--- config.mk ---
export PLATFORM = sky130hd
export DESIGN_NAME = alu_seq_ctrl
export DESIGN_NICKNAME = d
export VERILOG_FILES = /design/src/rtl/alu_seq_ctrl.sv
export SDC_FILE = /design/constraint.sdc
export NUM_CORES = 1
export LEC_CHECK = 0
export CAP_MARGIN = 5
export CORE_MARGIN = 1
export CORE_UTILIZATION = 40
export CTS_CLUSTER_SIZE = 8
export DETAILED_ROUTE_END_ITERATION = 8
export PLACE_DENSITY_LB_ADDON = 0.25
export SETUP_SLACK_MARGIN = 0.3
export SYNTH_ARGS = -nofsm -noshare
export SYNTH_HDL_FRONTEND = slang
export SYNTH_SLANG_ARGS = --single-unit
--- constraint.sdc ---
create_clock -name clk -period 1.7 [get_ports clk]
set_input_delay 0.34 -clock clk [delete_from_list [all_inputs] [get_ports clk]]
set_output_delay 0.34 -clock clk [all_outputs]
set_load 0.05 [all_outputs]
--- src/rtl/alu_seq_ctrl.sv ---
// alu_seq_ctrl: multi-cycle sequencing FSM for the RISC datapath.
// It accepts one decoded instruction per start strobe and steps the
// register file, the A/B/C pipeline registers, the status register and
// the ALU through read, execute and writeback.
// Optional feature macro: ALU_SEQ_HALT_EN (opcode 111 parks the FSM in HALT
// until reset; without it opcode 111 is treated as undefined).
module alu_seq_ctrl (
  input  logic       clk,
  input  logic       rst_n,
  input  logic       s,
  input  logic [2:0] opcode,
  input  logic [1:0] op,
  output logic       w,
  output logic [2:0] nsel,
  output logic       loada,
  output logic       loadb,
  output logic       loadc,
  output logic       loads,
  output logic       asel,
  output logic       bsel,
  output logic [1:0] vsel,
  output logic       write,
  output logic [1:0] ALUop,
  output logic       err,
  output logic       halted
);

  typedef enum logic [3:0] {
    ST_WAIT      = 4'd0,
    ST_DECODE    = 4'd1,
    ST_WRITE_IMM = 4'd2,
    ST_GET_A     = 4'd3,
    ST_GET_B     = 4'd4,
    ST_EXEC      = 4'd5,
    ST_CMP_S     = 4'd6,
    ST_WRITE_REG = 4'd7,
    ST_HALT      = 4'd8
  } state_t;

  // Register-select encodings
  localparam logic [2:0] NSEL_NONE = 3'b000;
  localparam logic [2:0] NSEL_RN   = 3'b001;
  localparam logic [2:0] NSEL_RD   = 3'b010;
  localparam logic [2:0] NSEL_RM   = 3'b100;

  // Writeback source encodings
  localparam logic [1:0] VSEL_C    = 2'b00;
  localparam logic [1:0] VSEL_IMM8 = 2'b10;

  // Opcode groups
  localparam logic [2:0] OPC_ALU  = 3'b101;
  localparam logic [2:0] OPC_MOV  = 3'b110;
  localparam logic [2:0] OPC_HALT = 3'b111;

  state_t     state;
  state_t     state_nx;
  logic [2:0] opc_q;
  logic [1:0] op_q;

  logic is_mov_imm;
  logic is_mov_reg;
  logic is_mvn;
  logic is_alu_ab;
  logic is_cmp;
  logic is_halt;
  logic [1:0] alu_op_held;

  // Instruction classification from the captured fields only, so that
  // decoder inputs changing mid-instruction cannot disturb the sequence.
  assign is_mov_imm = (opc_q == OPC_MOV) && (op_q == 2'b10);
  assign is_mov_reg = (opc_q == OPC_MOV) && (op_q == 2'b00);
  assign is_mvn     = (opc_q == OPC_ALU) && (op_q == 2'b11);
  assign is_alu_ab  = (opc_q == OPC_ALU) && (op_q != 2'b11);
  assign is_cmp     = (opc_q == OPC_ALU) && (op_q == 2'b01);
`ifdef ALU_SEQ_HALT_EN
  assign is_halt    = (opc_q == OPC_HALT);
`else
  assign is_halt    = 1'b0;
`endif

  // ALU operation for the instruction in flight: the sub-op for ALU-group
  // instructions, plain add (pass-through) for moves.
  assign alu_op_held = (opc_q == OPC_ALU) ? op_q : 2'b00;

  // State register; reset drops straight back to WAIT, aborting any write.
  always_ff @(posedge clk or negedge rst_n) begin
    if (!rst_n) begin
      state <= ST_WAIT;
    end else begin
      state <= state_nx;
    end
  end

  // Capture opcode/op when a start strobe is accepted in WAIT.
  always_ff @(posedge clk or negedge rst_n) begin
    if (!rst_n) begin
      opc_q <= 3'b000;
      op_q  <= 2'b00;
    end else if ((state == ST_WAIT) && s) begin
      opc_q <= opcode;
      op_q  <= op;
    end
  end

  // Next-state logic.
  always_comb begin
    state_nx = state;
    case (state)
      ST_WAIT: begin
        if (s) begin
          state_nx = ST_DECODE;
        end
      end
      ST_DECODE: begin
        if (is_mov_imm) begin
          state_nx = ST_WRITE_IMM;
        end else if (is_mov_reg || is_mvn) begin
          state_nx = ST_GET_B;
        end else if (is_alu_ab) begin
          state_nx = ST_GET_A;
        end else if (is_halt) begin
          state_nx = ST_HALT;
        end else begin
          state_nx = ST_WAIT;
        end
      end
      ST_WRITE_IMM: state_nx = ST_WAIT;
      ST_GET_A:     state_nx = ST_GET_B;
      ST_GET_B:     state_nx = is_cmp ? ST_CMP_S : ST_EXEC;
      ST_EXEC:      state_nx = ST_WRITE_REG;
      ST_CMP_S:     state_nx = ST_WAIT;
      ST_WRITE_REG: state_nx = ST_WAIT;
      ST_HALT: begin
`ifdef ALU_SEQ_HALT_EN
        state_nx = ST_HALT;
`else
        state_nx = ST_WAIT;
`endif
      end
      default:      state_nx = ST_WAIT;
    endcase
  end

  // Moore output decode: every strobe defaults low, each state raises
  // only the strobes it owns.
  always_comb begin
    w     = 1'b0;
    nsel  = NSEL_NONE;
    loada = 1'b0;
    loadb = 1'b0;
    loadc = 1'b0;
    loads = 1'b0;
    asel  = 1'b0;
    bsel  = 1'b0;
    vsel  = VSEL_C;
    write = 1'b0;
    ALUop = 2'b00;
    err   = 1'b0;
    case (state)
      ST_WAIT: begin
        w = 1'b1;
      end
      ST_DECODE: begin
        ALUop = alu_op_held;
        err   = ~(is_mov_imm | is_mov_reg | is_mvn | is_alu_ab | is_halt);
      end
      ST_WRITE_IMM: begin
        ALUop = alu_op_held;
        nsel  = NSEL_RN;
        vsel  = VSEL_IMM8;
        write = 1'b1;
      end
      ST_GET_A: begin
        ALUop = alu_op_held;
        nsel  = NSEL_RN;
        loada = 1'b1;
      end
      ST_GET_B: begin
        ALUop = alu_op_held;
        nsel  = NSEL_RM;
        loadb = 1'b1;
      end
      ST_EXEC: begin
        ALUop = alu_op_held;
        loadc = 1'b1;
        asel  = is_mov_reg;
      end
      ST_CMP_S: begin
        ALUop = alu_op_held;
        loads = 1'b1;
      end
      ST_WRITE_REG: begin
        ALUop = alu_op_held;
        nsel  = NSEL_RD;
        vsel  = VSEL_C;
        write = 1'b1;
      end
      default: begin
        w = 1'b0;
      end
    endcase
  end

  // Halt indicator exists only when the halt feature is built in.
`ifdef ALU_SEQ_HALT_EN
  assign halted = (state == ST_HALT);
`else
  assign halted = 1'b0;
`endif

endmodule

* Yosys cells after proc, flatten, opt, wreduce, memory -nomap -nowiden *
Index checks and enable logic that the tools add are counted.

cells by class
  equality and inequality tests = 14
  reduce and logical (&&, ||, !) cells = 12
  muxes and demuxes = 18
  bitwise logic cells = 4

operators with widths
  kind                  count
  $pmux W4 S5           1
  $eq A4 B3 Y1 const B  4
  $mux W2               5
  $pmux W3 S3           1
  $eq A4 B2 Y1 const B  2
  $mux W1               8
  $reduce_or A7 Y1      1
  $eq A3 B3 Y1 const B  2
  $logic_and A1 B1 Y1   6
  $mux W3               2
  $eq A2 B2 Y1 const B  2
  $eq A4 B1 Y1 const B  1
  $logic_not A4 Y1      1
  $mux W4               1
  $ne A2 B2 Y1 const B  2
  $reduce_or A2 Y1      2
  $or A1 B1 Y1          3
  $eq A2 B1 Y1 const B  1
  $logic_not A2 Y1      1
  $logic_or A1 B1 Y1    1
  $not A1 Y1            1

word-level totals
  output and inout port bits = 17
  register bits = 9
  input port bits = 8
  logic and storage cells = 51

* Logic depth before layout (Yosys ltp) *
  depth in word-level cells = 7
  depth in mapped cells = 4
  gate-level depth less buffers = 3

* Worst setup path before layout *
Ideal clock, no wire load.

  kind = register to output
  start = reg opc_q[0]
  end = out asel
  data required time = 1.360 ns
  buffers on the path = 0
  cell stages (with the launch flop) = 3
  path slack = -0.679 ns
  data arrival time = 2.039 ns
  path through = dfrtp_1 -> or4b_1 -> nor3_1

between the ends
  longest elaborated chain between the ends = 3

ends and longest elaborated chain
  element                   line  text
  start: declaration        57    logic [2:0] opc_q;
  start signal: assignment  100   opc_q <= opcode;
  $eq A3 B3 Y1              71    assign is_mov_reg = (opc_q == OPC_MOV) && (op_q == 2'b00);
  $logic_and A1 B1 Y1       71
  $mux W1                   159   case (state)
  end: declaration          19    output logic asel,

Every way passes these cells.

* Final worst setup path *
  start = reg opc_q[0]
  end = out err

between the ends
  longest elaborated chain between the ends = 7
  elaborated cells between the ends (all ways) = 11
  classes of those cells = 2 x eq/ne; 1 x mux; 4 x bitwise; 4 x reduce/logical

ends and longest elaborated chain
  element                                        line    text
  $eq A3 B3 Y1                                   70, 71
  $logic_and A1 B1 Y1, on equally long branches  70, 71
  $or A1 B1 Y1 (2 in a row)                      165     err = ~(is_mov_imm | is_mov_reg | is_mvn | is_alu_ab | is_halt);
  $or A1 B1 Y1 (*)                               165
  $not A1 Y1 (*)                                 165
  $mux W1 (*)                                    159
  end: declaration                               24      output logic err,

Every way passes the cells marked *; elsewhere a longest branch is shown, timed or not.

==> results.cfg <==
[routing]
drt_pre_antenna_iters = 4
wire_per_inst_um = 18.40
via_count = 633
antenna_left = 0
post_drt_via_cell_ratio = 5.602
routed_wl_um = 2079
drtIter0Drc = 16
drc = 0

[global_routing]
grt_max_degree = 9
grt_overflow = 0
antenna_found_initial = 0
first_global_vias = 586
grtUsageTotal_pct = 30.74
grt_pass1_wl_um = 2856

[place]
dpl.hpwl_um = 1183
placed_cells = 99
io_buffers = 21
dpl_cell_area_sq_mm = 0.001021
place_congestion = 0.7738

[clocking]
htree_num_levels = 1
cts_made_buffers = 3
clock_latency_ns = 0.28
cts-root-buf = clkbuf_4
clkTransAtPathRegs_ns = 0.07
clockBufferDepth = 2
cts_tree = done
clkSinkCount = 8

[layout]
area_delta_synth_final_pct = 116.6
drive_above_1_share_pct = 69.39
layout.cells.non_filler = 113
fill_cells = 38
multi_input_area_sq_um = 455.4
fin_nets = 107
most-common-layout-cells = buf_12, buf_4, buf_6, clkdlybuf4s50_1
antenna_cells = 0
regArea_sq_um = 205.2
final_common_cell = buf_12
design_area_sq_mm = 0.001225

[status]
status = finished, violations left
violations = setup timing

[power_and_ir_drop]
clock_power_share_pct = 7.4
peakVddDrop_uv = 1383
pwr-share-seq_pct = 17.0
power_switching_w = 0.001125
power_density_mw_per_mm2 = 1970
netSwitchingFraction_pct = 46.62
internal-power_w = 0.001288
p_leak_nw = 0.5285
combPwrFrac_pct = 75.6

[synthesis]
synthAdderAreaFrac_pct = 0
syn_area_sq_um = 565.5
synth_top_area_cell = dfrtp_1
synth_top_cell_area_share_pct = 35.40
yosysSeqAreaShare_pct = 35.40
synth_mux_area_share_pct = 11.28
synth_simple_gate_area_share_pct = 32.08
ys_types = 30
synth_xor_xnor_area_share_pct = 1.549
synth.avg_cell_area_sq_um = 9.426
yosysWarnings = 0
synth_top_family_by_area = simple AND/OR/NAND/NOR gates
synth_compound_area_share_pct = 9.735
synth_area_leaders = dfrtp_1, mux2_2, buf_4, mux2_4, and2_1
synthCells = 60
ys_ff_latch = 8

[die]
dieArea_sq_mm = 0.001568
core_sq_mm = 0.001301
fp.dieH_um = 39.60
chipWidth_um = 39.60
start_util_pct = 43.46
rows = 13
pin_count = 25

[setup_path]
cp-startpoint = opc_q[0]$_DFFE_PN0P_
reg2reg_from = opc_q[0]$_DFFE_PN0P_
cp.arrival_ns = 1.57
critical_path_required_ns = 1.36
r2r_slack_ns = 0.27
reg2regPathDepth = 5
rr_endpoint = state[1]$_DFFE_PN0P_
path_max_fanout = 6
end_kind = output port
endpoint = err
worstSetupPathType = register to output port
crit_path_start_kind = register

[sta]
setup_viol = 8
maxSlewViolCount = 0
fin_ws_ns = -0.2063
max_freq_mhz = 524.6
min_period_ns = 1.906
skew_ns = 0.004191
period_share_pct = 112.1
timing.final.hold_violations = 0
rsz0062_at_grt = true
hold_ws_ns = 0.3315

[worst_hold_path]
hold_class = input pin to asynchronous set/reset pin

[job]
maxCapViolCount = 0
[area by class of cell]
cell class | count | area share (%)
well taps | 15 | 1.532
inverters | 2 | 0.9193
flip-flops and latches | 8 | 16.75
repair buffers | 38 | 41.47
multi-input cells | 46 | 37.18
clock buffers | 4 | 2.145
[worst min path at each step]
stage,start,endpoint,slack (ns)
CTS,rst_n,opc_q[2]$_DFFE_PN0P_,0.36
detailed placement,state[1]$_DFFE_PN0P_,state[1]$_DFFE_PN0P_,0.57
floorplan,rst_n,op_q[0]$_DFFE_PN0P_,0.04
global route,rst_n,opc_q[2]$_DFFE_PN0P_,0.36
global placement,state[1]$_DFFE_PN0P_,state[1]$_DFFE_PN0P_,0.56
finish,rst_n,opc_q[2]$_DFFE_PN0P_,0.33
[power groups by stage]
stage | clock (W) | sequential, W | combinational (W)
floorplan | 0 | 0.000390 | 0.000857
global placement | 0 | 0.000386 | 0.00140
detailed placement | 0 | 0.000396 | 0.00143
CTS | 0.000159 | 0.000400 | 0.00167
global route | 0.000187 | 0.000423 | 0.00190
finish | 0.000178 | 0.000410 | 0.00182
[critical path, stage by stage, from the launching register on]
cell and delay [ns]:
dfrtp_1 0.35, buf_4 0.15, nor2b_1 0.25, o21ai_0 0.14, and3_2 0.25, buf_12 0.15
[Yosys cell counts, drive strengths merged]
cell	number
nand2	6
nand4	1
conb	1
nor3	4
nor2b	1
inv	2
and2	4
and2b	1
nor4	1
o221a	1
buf	5
o21ai	2
o32ai	1
or2b	2
nand4b	1
o31a	1
clkbuf	1
and3	1
dfrtp	8
nor3b	1
xnor2	1
a21boi	1
o221ai	1
nor2	5
and3b	1
or4b	1
mux2	5
[logic make-up after synthesis]
logic type                after synthesis
xor gates and xnor gates                1
buffers and inverters                   8
muxes                                   5
and+or+nand+nor                        30
DFF                                     8
AOI/OAI and AO/OA                       7
other                                   1
[what timing repair did]
action | in CTS | in global routing
setup buffers | 6 | 4
setup endpoints to repair | 19 | 22
pin swaps | 6 | 4
hold buffers | 0 | 0
resized for setup | 23 | 3
[state kept, by name (all words and copies together) (netlist names)]
name and count:
op_q 2, opc_q 3, state 3
[stage by stage]
stage               utilization (%)  setup WS, ns  total power (W)  TNS, ns
floorplan                         -      -0.05166         0.001247  -0.2849
global placement              78.46        0.1224         0.001789        0
detailed placement            78.46        0.1015         0.001828        0
CTS                           90.19       -0.1544         0.002232  -0.2512
global route                  94.13       -0.2741         0.002506  -0.8909
finish                        94.13       -0.2063         0.002413  -0.5588
[per-layer routing]
layer | vias up | GRT usage (%) | share of wire (%)
li1 | 285 | - | -
met1 | 307 | 36.43 | 42
met2 | 37 | 46.31 | 49
met3 | 4 | 12.50 | 6.7
met4 | 0 | 17.24 | 1.8
met5 | - | 0 | 0
(Power assumes the default switching activity.)
